===== src/rtl/seq_bus_switch_sched_pkg.sv =====
// Shared types and helpers for the switching-limited bus scheduler.
//   state_e    : scheduler state (PASS / SPLIT)
//   BUS_NBITS  : width of the scheduled bus
//   popcount8  : number of set bits in an 8-bit value (0..8)
package seq_bus_switch_sched_pkg;

    localparam int BUS_NBITS = 8;

    typedef enum logic {
        PASS  = 1'b0,
        SPLIT = 1'b1
    } state_e;

    function automatic logic [3:0] popcount8(input logic [BUS_NBITS-1:0] v);
        logic [3:0] cnt;
        cnt = 4'd0;
        for (int i = 0; i < BUS_NBITS; i++) begin
            cnt = cnt + 4'(v[i]);
        end
        return cnt;
    endfunction

endpackage


===== src/rtl/seq_bus_hamming8.sv =====
// Combinational Hamming distance between two 8-bit bus values.
// Ports:
//   a_i  : first value
//   b_i  : second value
//   hd_o : number of differing bits, 0..8
module seq_bus_hamming8
    import seq_bus_switch_sched_pkg::*;
(
    input  logic [BUS_NBITS-1:0] a_i,
    input  logic [BUS_NBITS-1:0] b_i,
    output logic [3:0]           hd_o
);

    assign hd_o = popcount8(a_i ^ b_i);

endmodule


===== src/rtl/seq_bus_switch_sched.sv =====
// Registered transmit scheduler for an 8-bit bus that limits how many bus
// bits may toggle between consecutive cycles. A word that would toggle more
// than HD_MAX bits is sent in two bus cycles: low nibble first (bus_val=0),
// then the full word (bus_val=1).
// Ports:
//   clk, reset      : clock, asynchronous active-high reset
//   in_val/in_rdy   : producer handshake (in_rdy depends on state only)
//   in_msg          : producer word
//   bus_val, bus    : registered bus outputs; bus is a word when bus_val=1
//   split_count     : saturating count of split transfers, present only
//                     when SEQ_BUS_SWITCH_SCHED_STATS_EN is defined
// Parameter HD_MAX (4..8): toggle cap; 8 means no word is ever split.
module seq_bus_switch_sched
    import seq_bus_switch_sched_pkg::*;
#(
    parameter int HD_MAX = 7
) (
    input  logic                 clk,
    input  logic                 reset,
    input  logic                 in_val,
    output logic                 in_rdy,
    input  logic [BUS_NBITS-1:0] in_msg,
    output logic                 bus_val,
    output logic [BUS_NBITS-1:0] bus
`ifdef SEQ_BUS_SWITCH_SCHED_STATS_EN
    ,
    output logic [15:0]          split_count
`endif
);

    localparam logic [3:0] HdMax = 4'(HD_MAX);

    state_e                 state_q, state_d;
    logic [BUS_NBITS-1:0]   bus_q, bus_d;
    logic [BUS_NBITS-1:0]   hold_q, hold_d;
    logic                   bus_val_q, bus_val_d;
    logic [3:0]             hd;
    logic                   fire;

    // Distance is always measured against the value currently on the bus,
    // including the full word just restored by a SPLIT cycle.
    seq_bus_hamming8 u_hd (
        .a_i  (in_msg),
        .b_i  (bus_q),
        .hd_o (hd)
    );

    assign in_rdy  = (state_q == PASS);
    assign fire    = in_val && in_rdy;
    assign bus_val = bus_val_q;
    assign bus     = bus_q;

    always_comb begin
        state_d   = state_q;
        bus_d     = bus_q;
        hold_d    = hold_q;
        bus_val_d = 1'b0;
        case (state_q)
            PASS: begin
                if (fire) begin
                    if (hd > HdMax) begin
                        // Each half changes at most one nibble, so at most
                        // 4 bits toggle per cycle.
                        bus_d   = {bus_q[7:4], in_msg[3:0]};
                        hold_d  = in_msg;
                        state_d = SPLIT;
                    end else begin
                        bus_d     = in_msg;
                        bus_val_d = 1'b1;
                    end
                end
            end
            SPLIT: begin
                bus_d     = hold_q;
                bus_val_d = 1'b1;
                state_d   = PASS;
            end
            default: state_d = PASS;
        endcase
    end

    always_ff @(posedge clk or posedge reset) begin
        if (reset) begin
            state_q   <= PASS;
            bus_q     <= '0;
            hold_q    <= '0;
            bus_val_q <= 1'b0;
        end else begin
            state_q   <= state_d;
            bus_q     <= bus_d;
            hold_q    <= hold_d;
            bus_val_q <= bus_val_d;
        end
    end

`ifdef SEQ_BUS_SWITCH_SCHED_STATS_EN
    logic [15:0] split_cnt_q;

    always_ff @(posedge clk or posedge reset) begin
        if (reset) begin
            split_cnt_q <= '0;
        end else if (state_q == PASS && state_d == SPLIT && split_cnt_q != 16'hFFFF) begin
            split_cnt_q <= split_cnt_q + 16'd1;
        end
    end

    assign split_count = split_cnt_q;
`endif

endmodule


===== config.mk =====
export PLATFORM = sky130hd
export DESIGN_NAME = seq_bus_switch_sched
export DESIGN_NICKNAME = d
export VERILOG_FILES = /design/src/rtl/seq_bus_switch_sched_pkg.sv /design/src/rtl/seq_bus_hamming8.sv /design/src/rtl/seq_bus_switch_sched.sv
export SDC_FILE = /design/constraint.sdc
export NUM_CORES = 1
export LEC_CHECK = 0
export CORE_ASPECT_RATIO = 1.25
export CORE_MARGIN = 1.5
export CORE_UTILIZATION = 50
export CTS_CLUSTER_DIAMETER = 200
export CTS_CLUSTER_SIZE = 8
export DETAILED_ROUTE_END_ITERATION = 8
export PLACE_DENSITY = 0.79
export SYNTH_ARGS = -nofsm -noshare
export SYNTH_HDL_FRONTEND = slang
export SYNTH_SLANG_ARGS = --single-unit

===== constraint.sdc =====
create_clock -name clk -period 6.3 [get_ports clk]
set_clock_uncertainty 0.15 [all_clocks]
set_input_delay 1.575 -clock clk [delete_from_list [all_inputs] [get_ports clk]]
set_output_delay 1.575 -clock clk [all_outputs]
set_load 0.005 [all_outputs]

# Yosys cells after proc, flatten, opt, wreduce, memory -nomap -nowiden
# Index checks and enable logic that the tools add are counted.
# Widths: inputs -> output; s select.
dict set report classes {
  add_sub_neg 7
  multipliers 0
  div_mod_pow 0
  order_cmp 1
  n_eq_ne 2
  shifts 0
  n_mux 9
  n_bitwise 2
  reduce_logical 3
}
# cell count
set ops {}
lappend ops {{$add 4x1->4} 6}
lappend ops {{$mux 8} 2}
lappend ops {{$pmux 8 s2} 1}
lappend ops {{$xor 8x8->8} 1}
lappend ops {{$gt 4x3->1 const B} 1}
lappend ops {{$mux 1} 4}
lappend ops {{$pmux 1 s2} 2}
lappend ops {{$reduce_and 3->1} 1}
lappend ops {{$add 1x1->2} 1}
lappend ops {{$ne 2x1->1 const B} 1}
lappend ops {{$ne 2x2->1 const B} 1}
lappend ops {{$reduce_and 2->1} 1}
lappend ops {{$logic_and 1x1->1} 1}
lappend ops {{$not 1->1} 1}
dict set report word_totals {
  regBits 18
  latchBits 0
  ramBits 0
  romBits 0
  input_bits 11
  wordCells 29
  n_memories 0
}

# Depth between registers and ports, before layout
# Gate-level depths: netlist of the first run.
dict set report depth {
  depth_word 12
  mapped_depth 11
  ltp_nobuf 11
}

# By module
# Synthesis of the first run repeated with hierarchy kept, for this count alone.
dict set report hier_totals {
  cells_unflattened 85
  area_unflattened_um2 1013.5
}
# module n_inst cells_each area_per_inst_um2 seq_area_each_um2
set by_module_without_submodules {}
lappend by_module_without_submodules {seq_bus_switch_sched 1 63 790.8 450.4}
lappend by_module_without_submodules {seq_bus_hamming8 1 22 222.7 0.0}

# Worst setup path before layout of the first run
# OpenSTA, ideal clock, no wires.
dict set report synth_timing {
  path_type {input-to-reg}
  start {input in_msg[0]}
  end {register bus_q[4] (netlist: bus[4])}
  t_arrival_ps 4255
  t_required_ps 6025
  slack_ps 1770
  cell_stages 10
  n_path_buf 0
  cell_sequence {xor2_1 > ha_1 > fa_1 > inv_1 > fa_1 > inv_1 > ha_1 > nor2b_1 > o31ai_4 > mux2_2}
}
dict set report synth_via {
  elab_chain_cells 11
}
# element line_no
set synth_rtl {}
lappend synth_rtl {{start: declaration} seq_bus_switch_sched.sv:22} ;# input logic [BUS_NBITS-1:0] in_msg,
lappend synth_rtl {{$xor 8x8->8} seq_bus_hamming8.sv:14} ;# assign hd_o = popcount8(a_i ^ b_i);
lappend synth_rtl {{$add 1x1->2} seq_bus_switch_sched_pkg.sv:18} ;# cnt = cnt + 4'(v[i]);
lappend synth_rtl {{$add 4x1->4 (6 in a row)} seq_bus_switch_sched_pkg.sv:18}
lappend synth_rtl {{$gt 4x3->1} seq_bus_switch_sched.sv:61} ;# if (hd > HdMax) begin
lappend synth_rtl {{$ne 2x2->1 (no line)} --}
lappend synth_rtl {{$reduce_and 2->1 (no line)} --}
lappend synth_rtl {{end signal: assignment} seq_bus_switch_sched.sv:90} ;# bus_q <= bus_d;
lappend synth_rtl {{end: declaration} seq_bus_switch_sched.sv:34} ;# logic [BUS_NBITS-1:0] bus_q, bus_d;
# No other way between the ends.
# A chain may end at the register's enable or synchronous reset.

# Worst setup path in the final report of the first run
dict set report layout_timing {
  start {input in_msg[0]}
  end {register bus_q[7] (netlist: bus[7])}
}
# The elaborated chain is that of the path after synthesis.

==> results.rst, run 1 <==
.. list-table::
   :header-rows: 1

   * - Metric
     - Value
   * - Dpl ws
     - 1120 ps
   * - Number of global-route vias before repair
     - 615
   * - Post-route cell area
     - 1210 um^2
   * - Worst slew margin
     - 0.541
   * - Required time at the worst-slack endpoint
     - 6330 ps
   * - Leftover overflow at the end of global routing
     - 0
   * - Async SR Flop Fraction
     - 1.00
   * - GP Congestion
     - 0.719
   * - Number of pins with negative max-slew slack in the final report
     - 0
   * - Total negative slack
     - 0 ps
   * - Nets@finish
     - 118
   * - Ratio of final minimum period to clock period
     - 0.769
   * - IO Count
     - 21
   * - Buffer and inverter count on the worst path
     - 3
   * - HP Start
     - hold_q[0]
   * - Power consumption
     - 742 uW
   * - Detailed-placement wirelength estimate
     - 1290 um
   * - # resized after CTS
     - 0
   * - Final Hold Fails
     - 0
   * - Leakage dissipation
     - 0.000533 uW
   * - Register area share after synthesis
     - 0.460
   * - Number of max-cap violations
     - 0
   * - Cell family contributing the most delay on the critical path
     - adder cells
   * - Net Count, Synth
     - 95
   * - Inserted Diodes
     - 0
   * - Source of the critical timing path
     - in_msg[0]
   * - RR Startpoint
     - bus[0]
   * - Number of optimization iterations in the first detailed-route pass
     - 4
   * - ANT nets after route
     - 0
   * - Total routed wirelength
     - 1670 um
   * - Number of buffers inserted during clock tree synthesis
     - 3
   * - Slowest CP cell
     - sky130_fd_sc_hd__fa_1
   * - Vertical die dimension
     - 52.5 um
   * - Clock input transition at the sequential cells of the worst setup and hold paths
     - 100 ps
   * - Cell Pwr Density
     - 611 nW/um^2
   * - Post-detailed-route via-to-cell ratio
     - 5.41
   * - Htree depth
     - 1
   * - Number of rows created at floorplan
     - 17
   * - Synth unique cells
     - 17
   * - Cell area after synthesis
     - 980 um^2
   * - Pin count of the biggest net entering global routing
     - 19
   * - Leading register cell type out of synthesis
     - sky130_fd_sc_hd__dfrtp_1
   * - Wire length of the first global-routing pass
     - 2900 um
   * - Core outline area
     - 1810 um^2
   * - Flip-flop and latch count after synthesis
     - 18
   * - Initial Utilization
     - 0.542
   * - Worst-case vdd ir drop
     - 404 uV
   * - Fmax
     - 206 MHz
   * - Fraction of final layout cells with drive strength greater than 1
     - 0.212
   * - Count of flip-flops with a built-in enable after synthesis
     - 0
   * - Worst Setup Slack, final
     - 1450 ps
   * - Cell types with the largest area share after synthesis
     - sky130_fd_sc_hd__dfrtp_1 (46%), sky130_fd_sc_hd__mux2_2 (18%), sky130_fd_sc_hd__ha_1 (5.1%), sky130_fd_sc_hd__xor2_1 (4.5%), sky130_fd_sc_hd__fa_1 (4.1%)
   * - Arrival time of the worst setup path
     - 4880 ps
   * - Gr usage total
     - 0.183
   * - Hold Worst Slack
     - 344 ps
   * - Critical path launch point type
     - input port
   * - Iteration-0 DRC Markers
     - 8
   * - Chip Width
     - 42.6 um
   * - Die outline area
     - 2240 um^2
   * - RSZ-0062 raised after global routing
     - no
   * - Num Clock Sinks
     - 18
   * - Transition time of the tightest slew-check pin
     - 688 ps
   * - Area growth syn-to-layout
     - 24.0%
   * - Maximum cell stage delay along the critical path
     - 540 ps
   * - Cell breakdown of the critical path
     - clkdlybuf4s50_1 > xor2_1 > ha_1 > fa_1 > inv_1 > fa_1 > inv_1 > ha_1 > nor2b_1 > o31ai_4 > mux2_2
   * - Critical path class
     - input port to flip-flop
   * - Cell taking the most area after synthesis
     - sky130_fd_sc_hd__dfrtp_1
   * - CTS tree
     - built
   * - Drt wl/cell
     - 14.1 um
   * - Setup crit end kind
     - flip-flop
   * - Port Buffer Count
     - 20
   * - Min Clock Period, post-route
     - 4850 ps
   * - Clock insertion delay at the later pin of the skew report
     - 290 ps
   * - Fillcell total
     - 153
   * - Initial antenna violation count
     - 0
   * - Top cell type's share of synthesized area
     - 0.460
   * - Highest net fanout along the worst path
     - 5
   * - Synthesized netlist cell count
     - 78
   * - Placed instance area
     - 1190 um^2
   * - Number of hold buffers added after CTS
     - 0
   * - Worst min-delay path class
     - flip-flop to flip-flop
   * - Yosys warning total
     - 0
   * - Via total after detailed routing
     - 638
   * - Clock tree root driver cell
     - sky130_fd_sc_hd__clkbuf_4
   * - Setup bufs post-CTS
     - 0
   * - Average instance area after synthesis
     - 12.6 um^2
   * - Outcome
     - finished, final reports clean
   * - Clock Path Buffers
     - 2
   * - Count of final setup violators
     - 0
   * - Final routed DRC violation total
     - 0
-- routing by layer --
metal,wire length (um),up-vias,track usage
li1,-,313,-
met1,763,312,0.243
met2,837,11,0.287
met3,48,2,0.0310
met4,17,0,0.0938
met5,0,-,0
-- Yosys cell counts (2+ instances only) --
cell	count
sky130_fd_sc_hd__o21ai_0	5
sky130_fd_sc_hd__xnor2_1	3
sky130_fd_sc_hd__ha_1	4
sky130_fd_sc_hd__xor2_1	5
sky130_fd_sc_hd__a21oi_1	2
sky130_fd_sc_hd__mux2i_1	4
sky130_fd_sc_hd__inv_1	6
sky130_fd_sc_hd__dfrtp_1	18
sky130_fd_sc_hd__mux2_2	16
sky130_fd_sc_hd__nand2_1	7
sky130_fd_sc_hd__fa_1	2
-- worst reg2reg max path: stages, from the launching register on --
cell and delay (ps):
sky130_fd_sc_hd__dfrtp_1 420, sky130_fd_sc_hd__xor2_1 150, sky130_fd_sc_hd__ha_1 330, sky130_fd_sc_hd__fa_1 540, sky130_fd_sc_hd__inv_1 50, sky130_fd_sc_hd__fa_1 520
sky130_fd_sc_hd__inv_1 40, sky130_fd_sc_hd__ha_1 290, sky130_fd_sc_hd__nor2b_1 160, sky130_fd_sc_hd__o31ai_4 340, sky130_fd_sc_hd__mux2_2 380
-- registers in the layout, indices dropped and copies added, names as in the netlist --
name,cells
bus,8
hold_q,8
bus_val,1
state_q,1
-- power by group --
group          switching, uW  internal [uW]
Sequential              45.7            174
Combinational            217            251
Clock                   32.9           22.2
Total                    295            447
-- cells in the final DEF, fill, tap and decap left out, drive strengths merged --
cell / n
nand4: 1
o31ai: 1
o21ai: 6
mux2: 16
dfrtp: 18
ha: 4
fa: 2
nor2b: 1
xor2: 5
clkdlybuf4s50: 20
inv: 6
xnor2: 3
mux2i: 4
nand2: 7
clkbuf: 3
a21oi: 2
-- layout make-up --
class	count	area (um^2)	share of cell area
Timing Repair Buffer	20	200	0.165
Clock buffer	3	22.5	0.0185
Sequential cell	18	450	0.371
Multi-Input combinational cell	52	495	0.408
Tap cell	19	23.8	0.0196
Inverter	6	22.5	0.0185
-- logic make-up after synthesis --
logic type / count (synthesis) / share of synthesized area
DFF: 18 / 0.460
muxes: 20 / 0.225
and+or+nand+nor: 9 / 0.0549
adders and majority gates: 6 / 0.0920
xor gates and xnor gates: 8 / 0.0715
AOI/OAI and AO/OA: 9 / 0.0626
buffers and inverters: 8 / 0.0345
-- per-stage QoR --
stage | instances | util
6_report | 118 | 0.672
4_1_cts | 118 | 0.672
5_1_grt | 118 | 0.672
3_5_place_dp | 115 | 0.660
2_1_floorplan | 78 | -
3_3_place_gp | 115 | 0.660
-- final timing paths --
path / end / slack (ps) / depth (start not counted)
max reg2reg: bus[7] / 2820 / 10
max: bus[7] / 1450 / 11
max in group asynchronous: state_q / 4030 / 2
min: bus[0] / 340 / 2
min in group asynchronous: bus[6] / 1530 / 2
min reg2reg: bus[0] / 340 / 2
Note: power is estimated with default switching activity, not from simulation.
==> inputs of run 2 (changes only) <==
--- a/config.mk
+++ b/config.mk
@@ -7,11 +7,11 @@
 export LEC_CHECK = 0
 export CORE_ASPECT_RATIO = 1.25
 export CORE_MARGIN = 1.5
-export CORE_UTILIZATION = 50
+export CORE_UTILIZATION = 44
 export CTS_CLUSTER_DIAMETER = 200
 export CTS_CLUSTER_SIZE = 8
 export DETAILED_ROUTE_END_ITERATION = 8
-export PLACE_DENSITY = 0.79
+export PLACE_DENSITY = 0.73
 export SYNTH_ARGS = -nofsm -noshare
 export SYNTH_HDL_FRONTEND = slang
 export SYNTH_SLANG_ARGS = --single-unit
==> constraint.sdc (replaced) <==
create_clock -name clk -period 4.2 [get_ports clk]
set_clock_uncertainty 0.15 [all_clocks]
set_input_delay 1.05 -clock clk [delete_from_list [all_inputs] [get_ports clk]]
set_output_delay 1.05 -clock clk [all_outputs]
set_load 0.005 [all_outputs]
==> run 2 against run 1 <==
  * Die area up 13%
  * Routed wire length up 17%
  * Sequential cell count unchanged
  * Register-to-register slack worse by 2100 ps
  * Worst setup slack worse by 1300 ps
  * Non-clock buffer count up 7
  * Critical path type unchanged
  * Sequential share of layout area down 3.0 points
  * Largest cell class unchanged
  * Power up 76%
==> results.rst, run 2 (synthesis gave the netlist of run 1 again) <==
.. list-table::
   :header-rows: 1

   * - Metric
     - Value
   * - Outcome
     - finished, final reports clean
   * - Number of rows created at floorplan
     - 18 (+1)
   * - Via total after detailed routing
     - 675 (+5.8%)
   * - Critical path class
     - input port to flip-flop
   * - Initial antenna violation count
     - 0 (unchanged)
   * - Arrival time of the worst setup path
     - 4090 ps (-790 ps)
   * - Hold-critical path endpoint
     - bus[2]
   * - Htree depth
     - 1 (unchanged)
   * - Number of pins with negative max-slew slack in the final report
     - 0 (unchanged)
   * - Pin count of the biggest net entering global routing
     - 19 (unchanged)
   * - IO Count
     - 21 (unchanged)
   * - Cell Pwr Density
     - 987 nW/um^2 (+62%)
   * - HP Start
     - hold_q[2]
   * - Cell breakdown of the critical path
     - dlygate4sd2_1 > xor2_1 > ha_1 > fa_1 > inv_1 > fa_1 > inv_1 > ha_1 > nor2b_2 > o31ai_4 > buf_6 > mux2_2
   * - Num Clock Sinks
     - 18 (unchanged)
   * - CTS tree
     - built
   * - Chip Width
     - 45.2 um (+6.1%)
   * - Number of buffers inserted during clock tree synthesis
     - 3 (unchanged)
   * - Leakage dissipation
     - 0.000594 uW (+11%)
   * - Setup crit end kind
     - flip-flop
   * - Port Buffer Count
     - 20 (unchanged)
   * - Fmax
     - 247 MHz
   * - Worst Setup Slack, final
     - 143 ps (-1310 ps)
   * - Ratio of final minimum period to clock period
     - 0.966
   * - Dpl ws
     - -444 ps (-1560 ps)
   * - Number of hold buffers added after CTS
     - 0 (unchanged)
   * - Gr usage total
     - 0.186 (+0.00348)
   * - Number of optimization iterations in the first detailed-route pass
     - 3 (-1)
   * - Initial Utilization
     - 0.478 (-0.0638)
   * - Total routed wirelength
     - 1950 um (+17%)
   * - Post-route cell area
     - 1320 um^2 (+8.9%)
   * - FF-to-FF setup slack
     - 750 ps (-2070 ps)
   * - Post-detailed-route via-to-cell ratio
     - 4.89 (-9.5%)
   * - Area growth syn-to-layout
     - 35.0%
   * - Die outline area
     - 2520 um^2 (+13%)
   * - Highest-count cells in the layout ignoring fill and taps
     - sky130_fd_sc_hd__dfrtp_1 (18), sky130_fd_sc_hd__clkdlybuf4s50_1 (18), sky130_fd_sc_hd__mux2_2 (14)
   * - Final Hold Fails
     - 0 (unchanged)
   * - Leftover overflow at the end of global routing
     - 0 (unchanged)
   * - Inserted Diodes
     - 0 (unchanged)
   * - Required time at the worst-slack endpoint
     - 4230 ps (-2100 ps)
   * - Reg-to-Reg End
     - bus[5]
   * - Final routed DRC violation total
     - 0 (unchanged)
   * - Slowest CP cell
     - sky130_fd_sc_hd__fa_1
   * - Min Clock Period, post-route
     - 4060 ps
   * - Final Instance Count excl. Fillers
     - 138 (+17%)
   * - Worst min-delay path class
     - flip-flop to flip-flop
   * - Total negative slack
     - 0 ps (unchanged)
   * - Clock Path Buffers
     - 2 (unchanged)
   * - Critical path launch point type
     - input port
   * - Fraction of final layout cells with drive strength greater than 1
     - 0.296 (+0.0842)
   * - RR Startpoint
     - bus[1]
   * - Detailed-placement wirelength estimate
     - 1360 um (+5.1%)
   * - Count of placed standard cells including taps
     - 131 (+14%)
   * - Clock input transition at the sequential cells of the worst setup and hold paths
     - 100 ps (about the same)
   * - Number of global-route vias before repair
     - 793 (+29%)
   * - Maximum cell stage delay along the critical path
     - 530 ps (about the same)
   * - Number of max-cap violations
     - 0 (unchanged)
   * - Hold Crit Depth
     - 2 (unchanged)
   * - Count of final setup violators
     - 0 (unchanged)
   * - Worst-case vdd ir drop
     - 588 uV (+45%)
   * - Clock insertion delay at the later pin of the skew report
     - 290 ps (about the same)
   * - Power consumption
     - 1310 uW (+76%)
   * - Vertical die dimension
     - 55.8 um (+6.2%)
   * - Iteration-0 DRC Markers
     - 2 (-6)
   * - Placed instance area
     - 1240 um^2 (+4.3%)
   * - Nets@finish
     - 126 (+6.8%)
   * - GP Congestion
     - 0.651 (-9.5%)
   * - Clock tree root driver cell
     - sky130_fd_sc_hd__clkbuf_4
   * - Highest net fanout along the worst path
     - 5 (unchanged)
   * - Wire length of the first global-routing pass
     - 3440 um (+19%)
   * - ANT nets after route
     - 0 (unchanged)
   * - Worst slew margin
     - 0.547 (+0.00628)
   * - Transition time of the tightest slew-check pin
     - 678 ps (-9.42 ps)
   * - Path depth of the worst reg2reg path
     - 11 (+1)
   * - Drt wl/cell
     - 14.2 um (+0.24%)
   * - RSZ-0062 raised after global routing
     - no
   * - Core outline area
     - 2050 um^2 (+13%)
[run 2: cell count changes in the layout (fill, tap and decap cells not counted), sizes merged]
cell           delta
clkdlybuf4s50     -2
buf               +7
clkbuf            +1
dlygate4sd2       +2
nand4             +1
[run 2: area by class of cell]
type	count	area, um^2
Multi-Input combinational cell	53	522
Inverter	6	22.5
Sequential cell	18	450
Timing Repair Buffer	27	254
Tap cell	30	37.5
Clock buffer	4	36.3
Fill cell	168	727
[run 2: routing by layer]
metal / part of all wire / wire [um] / GRT usage
met2: 0.53 / 1040 / 0.306
met5: 0 / 0 / 0
met3: 0.029 / 56 / 0.0325
met4: 0.013 / 25 / 0.0714
met1: 0.42 / 828 / 0.235
[run 2: report_power, final]
part / switching, uW / internal [uW] / total, uW / leakage (uW)
Combinational: 405 / 466 / 871 / 0.000356
Sequential: 68.7 / 261 / 329 / 0.000218
Clock: 52.7 / 52.8 / 105 / 0.0000210
Total: 526 / 779 / 1310 / 0.000594
[run 2: stage by stage]
step                      hold WS [ps]   util
final                              336  0.645
after global placement             301  0.607
after floorplan                    294      -
after detailed placement           318  0.607
after global routing               386  0.645
after CTS                          343  0.645
[run 2: how the worst max path moves through the flow]
stage | start | to | slack [ps]
finish | in_msg[1] | bus[5] | 140
global route | in_msg[1] | bus[5] | 60
CTS | in_msg[1] | bus[5] | 160
detailed placement | in_msg[0] | bus[5] | -440
global placement | in_msg[0] | bus[4] | -410
floorplan | in_msg[0] | bus[4] | 190
[run 2: worst max-delay path, delay by kind of cell]
kind                       cells  cell delay (ps)
AOI/OAI and AO/OA              1              180
and+or+nand+nor                1              180
muxes                          1              330
buffers and inverters          4              510
adders and majority gates      4             1680
xor gates and xnor gates       1              160
[run 2: repair_timing]
action                     CTS  global route
gates resized for setup      7             0
setup buffers                2             0
setup endpoints to repair   12             0
